`config.mk`:
```
export PLATFORM = sky130hd
export DESIGN_NAME = camera_main_fsm
export DESIGN_NICKNAME = d
export VERILOG_FILES = /design/src/rtl/camera_main_fsm.sv
export SDC_FILE = /design/constraint.sdc
export NUM_CORES = 1
export LEC_CHECK = 0
export CAP_MARGIN = 25
export CORE_MARGIN = 5
export CORE_UTILIZATION = 45
export CTS_CLUSTER_DIAMETER = 40
export DETAILED_ROUTE_END_ITERATION = 6
export DONT_BUFFER_PORTS = 1
export PLACE_DENSITY_LB_ADDON = 0.08
export SYNTH_ARGS = -nofsm -noshare
export SYNTH_HDL_FRONTEND = slang
export SYNTH_SLANG_ARGS = --single-unit
```
`constraint.sdc`:
```
create_clock -name i_Clock -period 5.35 [get_ports i_Clock]
set_input_delay 0.2675 -clock i_Clock [delete_from_list [all_inputs] [get_ports i_Clock]]
set_output_delay 0.2675 -clock i_Clock [all_outputs]
set_load 0.02 [all_outputs]
```
`src/rtl/camera_main_fsm.sv`:
```
// Main sequencer for the 2x2 pixel-array camera: IDLE -> EXPOSURE -> READOUT.
// Every strobe is registered and decoded from the next state so all outputs move together.
module camera_main_fsm #(
  parameter int PHASE_CYCLES = 1,
  parameter int CNT_W        = 5
) (
  input  logic             i_Clock,
  input  logic             i_Reset,
  input  logic             i_Init,
  input  logic [CNT_W-1:0] i_count_time,
  output logic [1:0]       o_Main_FSM,
  output logic             o_Erase,
  output logic             o_Expose,
  output logic             o_NRE_1,
  output logic             o_NRE_2,
  output logic             o_ADC,
  output logic             o_Busy,
  output logic             o_Frame_done
);

  typedef enum logic [1:0] {
    IDLE     = 2'b00,
    EXPOSURE = 2'b01,
    READOUT  = 2'b10
  } state_e;

  localparam logic [3:0] SUB_LAST = 4'(PHASE_CYCLES - 1);

  state_e     state_q, state_d;
  logic [2:0] phase_q, phase_d;
  logic [3:0] sub_q, sub_d;
  logic       preInit_q;
  logic       startReq;

  logic erase_q, erase_d;
  logic expose_q, expose_d;
  logic nre1_q, nre1_d;
  logic nre2_q, nre2_d;
  logic adc_q, adc_d;
  logic busy_q, busy_d;
  logic done_q, done_d;

  assign startReq = i_Init & ~preInit_q;

  always_comb begin
    state_d = state_q;
    phase_d = phase_q;
    sub_d   = sub_q;
    case (state_q)
      IDLE: begin
        phase_d = 3'd0;
        sub_d   = 4'd0;
        if (startReq) state_d = EXPOSURE;
      end
      EXPOSURE: begin
        if (i_count_time == '0) begin
          state_d = READOUT;
          phase_d = 3'd0;
          sub_d   = 4'd0;
        end
      end
      READOUT: begin
        if (sub_q == SUB_LAST) begin
          sub_d = 4'd0;
          if (phase_q == 3'd7) begin
            state_d = IDLE;
            phase_d = 3'd0;
          end else begin
            phase_d = phase_q + 3'd1;
          end
        end else begin
          sub_d = sub_q + 4'd1;
        end
      end
      default: begin
        state_d = IDLE;
        phase_d = 3'd0;
        sub_d   = 4'd0;
      end
    endcase
  end

  // Row 1 occupies phases 0-2 and row 2 phases 4-6, so the two enables can never overlap.
  always_comb begin
    erase_d  = (state_d == IDLE);
    expose_d = (state_d == EXPOSURE);
    busy_d   = (state_d != IDLE);
    done_d   = (state_q == READOUT) && (state_d == IDLE);
    nre1_d   = 1'b1;
    nre2_d   = 1'b1;
    adc_d    = 1'b0;
    if (state_d == READOUT) begin
      case (phase_d)
        3'd0, 3'd2: nre1_d = 1'b0;
        3'd1: begin
          nre1_d = 1'b0;
          adc_d  = 1'b1;
        end
        3'd4, 3'd6: nre2_d = 1'b0;
        3'd5: begin
          nre2_d = 1'b0;
          adc_d  = 1'b1;
        end
        default: begin
          nre1_d = 1'b1;
          nre2_d = 1'b1;
        end
      endcase
    end
  end

  always_ff @(posedge i_Clock or negedge i_Reset) begin
    if (!i_Reset) begin
      state_q   <= IDLE;
      phase_q   <= 3'd0;
      sub_q     <= 4'd0;
      preInit_q <= 1'b0;
      erase_q   <= 1'b1;
      expose_q  <= 1'b0;
      nre1_q    <= 1'b1;
      nre2_q    <= 1'b1;
      adc_q     <= 1'b0;
      busy_q    <= 1'b0;
      done_q    <= 1'b0;
    end else begin
      state_q   <= state_d;
      phase_q   <= phase_d;
      sub_q     <= sub_d;
      preInit_q <= i_Init;
      erase_q   <= erase_d;
      expose_q  <= expose_d;
      nre1_q    <= nre1_d;
      nre2_q    <= nre2_d;
      adc_q     <= adc_d;
      busy_q    <= busy_d;
      done_q    <= done_d;
    end
  end

  assign o_Main_FSM   = state_q;
  assign o_Erase      = erase_q;
  assign o_Expose     = expose_q;
  assign o_NRE_1      = nre1_q;
  assign o_NRE_2      = nre2_q;
  assign o_ADC        = adc_q;
  assign o_Busy       = busy_q;
  assign o_Frame_done = done_q;

endmodule

```
# Word-level counts from Yosys, hierarchy flattened
# Cells that the tools add are included.
word_totals:
  reg_bits: 17
  input_bits: 8
  mem_count: 0
  romBits: 0
  out_inout_bits: 9
  latch_bits: 0
  ramBits: 0
classes:
  n_mux: 18
  n_eq_ne: 11
  addsub: 2
  div_mod_pow: 0
  reduce_logical: 10
  multipliers: 0
  bitwise_logic: 2
  magnitude_cmp: 0
  shifts: 0
op_table:
  columns: ["operator", "n"]
  rows:
  - ["$eq 3x3->1 const B", 4]
  - ["$mux 3", 3]
  - ["$mux 2", 4]
  - ["$mux 4", 2]
  - ["$pmux 4 s2", 1]
  - ["$mux 1", 6]
  - ["$pmux 2 s3", 1]
  - ["$pmux 3 s2", 1]
  - ["$reduce_or 3->1", 2]
  - ["$logic_not 5->1", 1]
  - ["$add 4x1->4 const B", 1]
  - ["$eq 2x1->1 const B", 2]
  - ["$eq 2x2->1 const B", 2]
  - ["$logic_not 2->1", 2]
  - ["$logic_not 4->1", 1]
  - ["$add 3x1->3 const B", 1]
  - ["$eq 3x1->1 const B", 1]
  - ["$eq 3x2->1 const B", 1]
  - ["$logic_not 3->1", 1]
  - ["$ne 2x2->1 const B", 1]
  - ["$reduce_bool 2->1", 1]
  - ["$reduce_or 2->1", 1]
  - ["$and 1x1->1", 1]
  - ["$logic_and 1x1->1", 1]
  - ["$not 1->1", 1]

# Logic depth before layout (Yosys ltp)
depth:
  word_depth: 8
  ltp_mapped: 8

# Least setup slack after synthesis
# Ideal clock, no wire load.
synth_timing:
  path_kind: "register to register"
  startpoint: "register state_q[0] (netlist: o_Main_FSM[0])"
  endpoint: "register nre2_q (netlist: o_NRE_2)"
  slack_ps: 3340
  arrival_ps: 1923
  path_buffers: 1
  t_required_ps: 5263
  path_stages_with_launch: 8
  path_cell_list: "dfrtp_1 > inv_1 > ha_1 > clkbuf_1 > a221oi_1 > or4_1 > a211oi_2 > nand3_1"
synth_between:
  elab_chain_cells: 6
  elab_cells_between_ends: 16
synth_lines:
  columns: ["element", "line_no", "rtl"]
  rows:
  - ["start: declaration", "29", "state_e state_q, state_d;"]
  - ["start signal: assignment", "126", "state_q <= state_d;"]
  - ["$eq 2x2->1 / $eq 2x1->1 (equally long branches)", "49", "case (state_q)"]
  - ["$pmux 3 s2", "49", null]
  - ["$eq 3x3->1", "93", "case (phase_d)"]
  - ["$reduce_or 3->1 (no line)", null, null]
  - ["$mux 1", "93", null]
  - ["$mux 1 *", "92", "if (state_d == READOUT) begin"]
  - ["via nre2_d", "38", "logic nre2_q, nre2_d;"]
  - ["end signal: assignment", "133", "nre2_q <= nre2_d;"]
  - ["end: declaration", "38", null]
# Mark *: on every way through the listed nets, which the timed path passes. The rest lies on a longest branch.
# A chain may end at the register's enable or synchronous reset.

# Final worst setup path
# Same ends and word-level chain as after synthesis.

==> out/metrics.cfg <==
[pwr]
peakVddDrop_uv=199
clkPwrFrac_pct=22.0
p_switching_mw=0.117
power_frac_comb_pct=22.9
p_int_mw=0.201
power.share.switching_pct=36.8
leakage_nw=0.442
seq_power_share_pct=55.1
power_density_nw_per_um2=339

[yosys]
synthDominantCellAreaShare_pct=40.2
ys_ff_latch=17
yosys_warnings=0
syn_area_per_cell_um2=10.3
synth_top_area_cell=dfrtp_1
synth_flop_cell=dfrtp_1
ys_seq_area_share_pct=49.2
synth_edf_count=0
async_flop_share_pct=100
synth_area_um2=872
synth.distinct_cells=30
synth_area_leaders=dfrtp_1 40%, ha_1 11%, dfstp_2 9.0%
synthCells=85
synth_nets=101

[status]
status=complete, no violations

[timing]
period_minus_slack_ns=2.18
fin_crit_sh_pct=40.7
clock.fmax_ghz=0.460
final-hold-violation-count=0
skew_ns=0.00940
relSlewSlack_pct=50.2
fin_setup_tns_ns=0
rsz0062_at_grt=false
worst_pin_slew_ns=0.744
slew_viol_final=0
setup_viol=0

[worst_setup_path]
cpPeakStageDelay_ns=0.60
cp.required_ns=5.57
cp_max_fo=8
cp-endpoint=o_NRE_2
worstPathArrival_ns=2.39
crit_type=reg -> reg
critPathSlowestCell=or4_1
critPathTopFamily=simple AND/OR/NAND/NOR gates
reg2reg_slack_ns=3.17
worstPathCellList=inv_1, ha_1, a221oi_1, or4_1, a211oi_2, nand3_1
r2r-start=o_Main_FSM[0]
crit_path_end_kind=flop
critical_path_buf_inv_count=1
timing.rr.end=o_NRE_2
crit_start=o_Main_FSM[0]
start_kind=flop
path_depth=6
reg2regPathDepth=6

[floorplan]
coreArea_um2=1900
die_area_um2=2920
die_w_um=54.0
die_y_um=54.0
start_util_pct=45.9
io-pin-count=17
rows=16

[clocking]
cts_resized=0
holdBufCountCts=2
htreeDepth=1
post_cts.repair.setup_buffers=0
numCtsBuffers=3
ctsRootBufferMaster=clkbuf_4
cts_tree=yes
clock_latency_ns=0.29
cts.sinks=17
cts.path.max_buffers=2
clk_pin_slew_ns=0.11

[finish]
largest_reg_flops=4
areaGrowthSynthToFinish_pct=7.89
regArea_um2=429
drive_gt1_share_pct=11.4
largest-register=sub_q
fill_cells=181
multiInputGateArea_um2=382
nNetsFinal=105
layout_common_cells=14 x dfrtp_1, 13 x inv_1, 8 x ha_1
final_util_pct=49.5
layout_commonest_cell=dfrtp_1
n_antenna_cell=0

[hold_path]
min_path_type=in -> reg

[routing]
via_per_inst=5.20
wl_per_cell_um=13.5
routed_wl_um=1560
ant_nets=0
drc_errors=0
vias=598
dr.pass1.iters=4
drtIter0Drc=3

[run]
maxCapViolCount=0

[placed_design]
place_hpwl_um=1180
gp_congestion=0.790
portBuffers=0

[global_routing]
grt_overflow_total=0
grt_max_degree=18
grt_pass1_wl_um=2560
antenna_found_initial=0
grt_util_all_layers_pct=12.4
grt_pass1_vias=586

==> cells by family (layout without fill, tap and decap cells) <==
| family | Yosys count | after routing | share of synthesized area, % |
|---|---|---|---|
| and+or+nand+nor | 25 | 25 | 16.4 |
| buffers and inverters | 16 | 19 | 7.03 |
| muxes | 3 | 3 | 3.44 |
| adders and majority gates | 8 | 8 | 11.5 |
| AOI/OAI and AO/OA | 16 | 16 | 12.5 |
| DFF | 17 | 17 | 49.2 |
==> Yosys cell counts, drive strengths merged (2+ instances only) <==
master,n
nor2,2
a21oi,4
clkbuf,2
nand2,7
nand3,4
o21ai,3
a211oi,2
and2,2
nor4,3
dfstp,3
dfrtp,14
mux2i,3
o22ai,2
inv,13
ha,8
==> per-layer routing <==
metal / global-route usage (%) / wire length [µm] / vias to the layer above
met2: 19.4 / 752 / 8
li1: - / - / 299
met4: 6.22 / 21 / 0
met3: 3.32 / 66 / 4
met5: 0 / 0 / -
met1: 15.7 / 716 / 287
==> area by class of cell <==
cell class,count,area share [%]
tap,27,3.59
inverter,13,5.19
timing repair buffer,2,2.13
clock inverter,1,0.532
clock buffer,3,2.39
sequential,17,45.6
multi-input combinational,52,40.6
==> how the worst min path moves through the flow <==
stage | from | cells past startpoint | to
after floorplan | i_Reset | 0 | o_ADC
after global placement | i_Reset | 0 | sub_q[3]
after detailed placement | i_Reset | 0 | sub_q[3]
after CTS | i_Init | 2 | o_Main_FSM[0]
after global routing | i_Init | 2 | o_Main_FSM[0]
final | i_Init | 2 | o_Main_FSM[0]
==> per-stage QoR <==
stage | area [µm²] | setup slack (ns) | hold WS, ns | instances | power [mW]
5_1_grt | 941 | 3.02 | 0.336 | 115 | 0.340
3_5_place_dp | 893 | 3.21 | -0.0277 | 109 | 0.249
2_1_floorplan | 872 | 3.34 | -0.0281 | 85 | 0.233
4_1_cts | 941 | 3.18 | 0.301 | 115 | 0.324
3_3_place_gp | 893 | 3.22 | -0.0276 | 109 | 0.251
6_report | 941 | 3.17 | 0.317 | 115 | 0.319
==> power groups by stage <==
| stage | sequential, mW | combinational, mW | clock, mW |
|---|---|---|---|
| finish | 0.176 | 0.0729 | 0.0700 |
| global route | 0.178 | 0.0832 | 0.0783 |
| CTS | 0.176 | 0.0743 | 0.0732 |
| detailed placement | 0.179 | 0.0701 | 0 |
| global placement | 0.179 | 0.0716 | 0 |
| floorplan | 0.176 | 0.0574 | 0 |
Note: power is estimated with default switching activity, not from simulation.
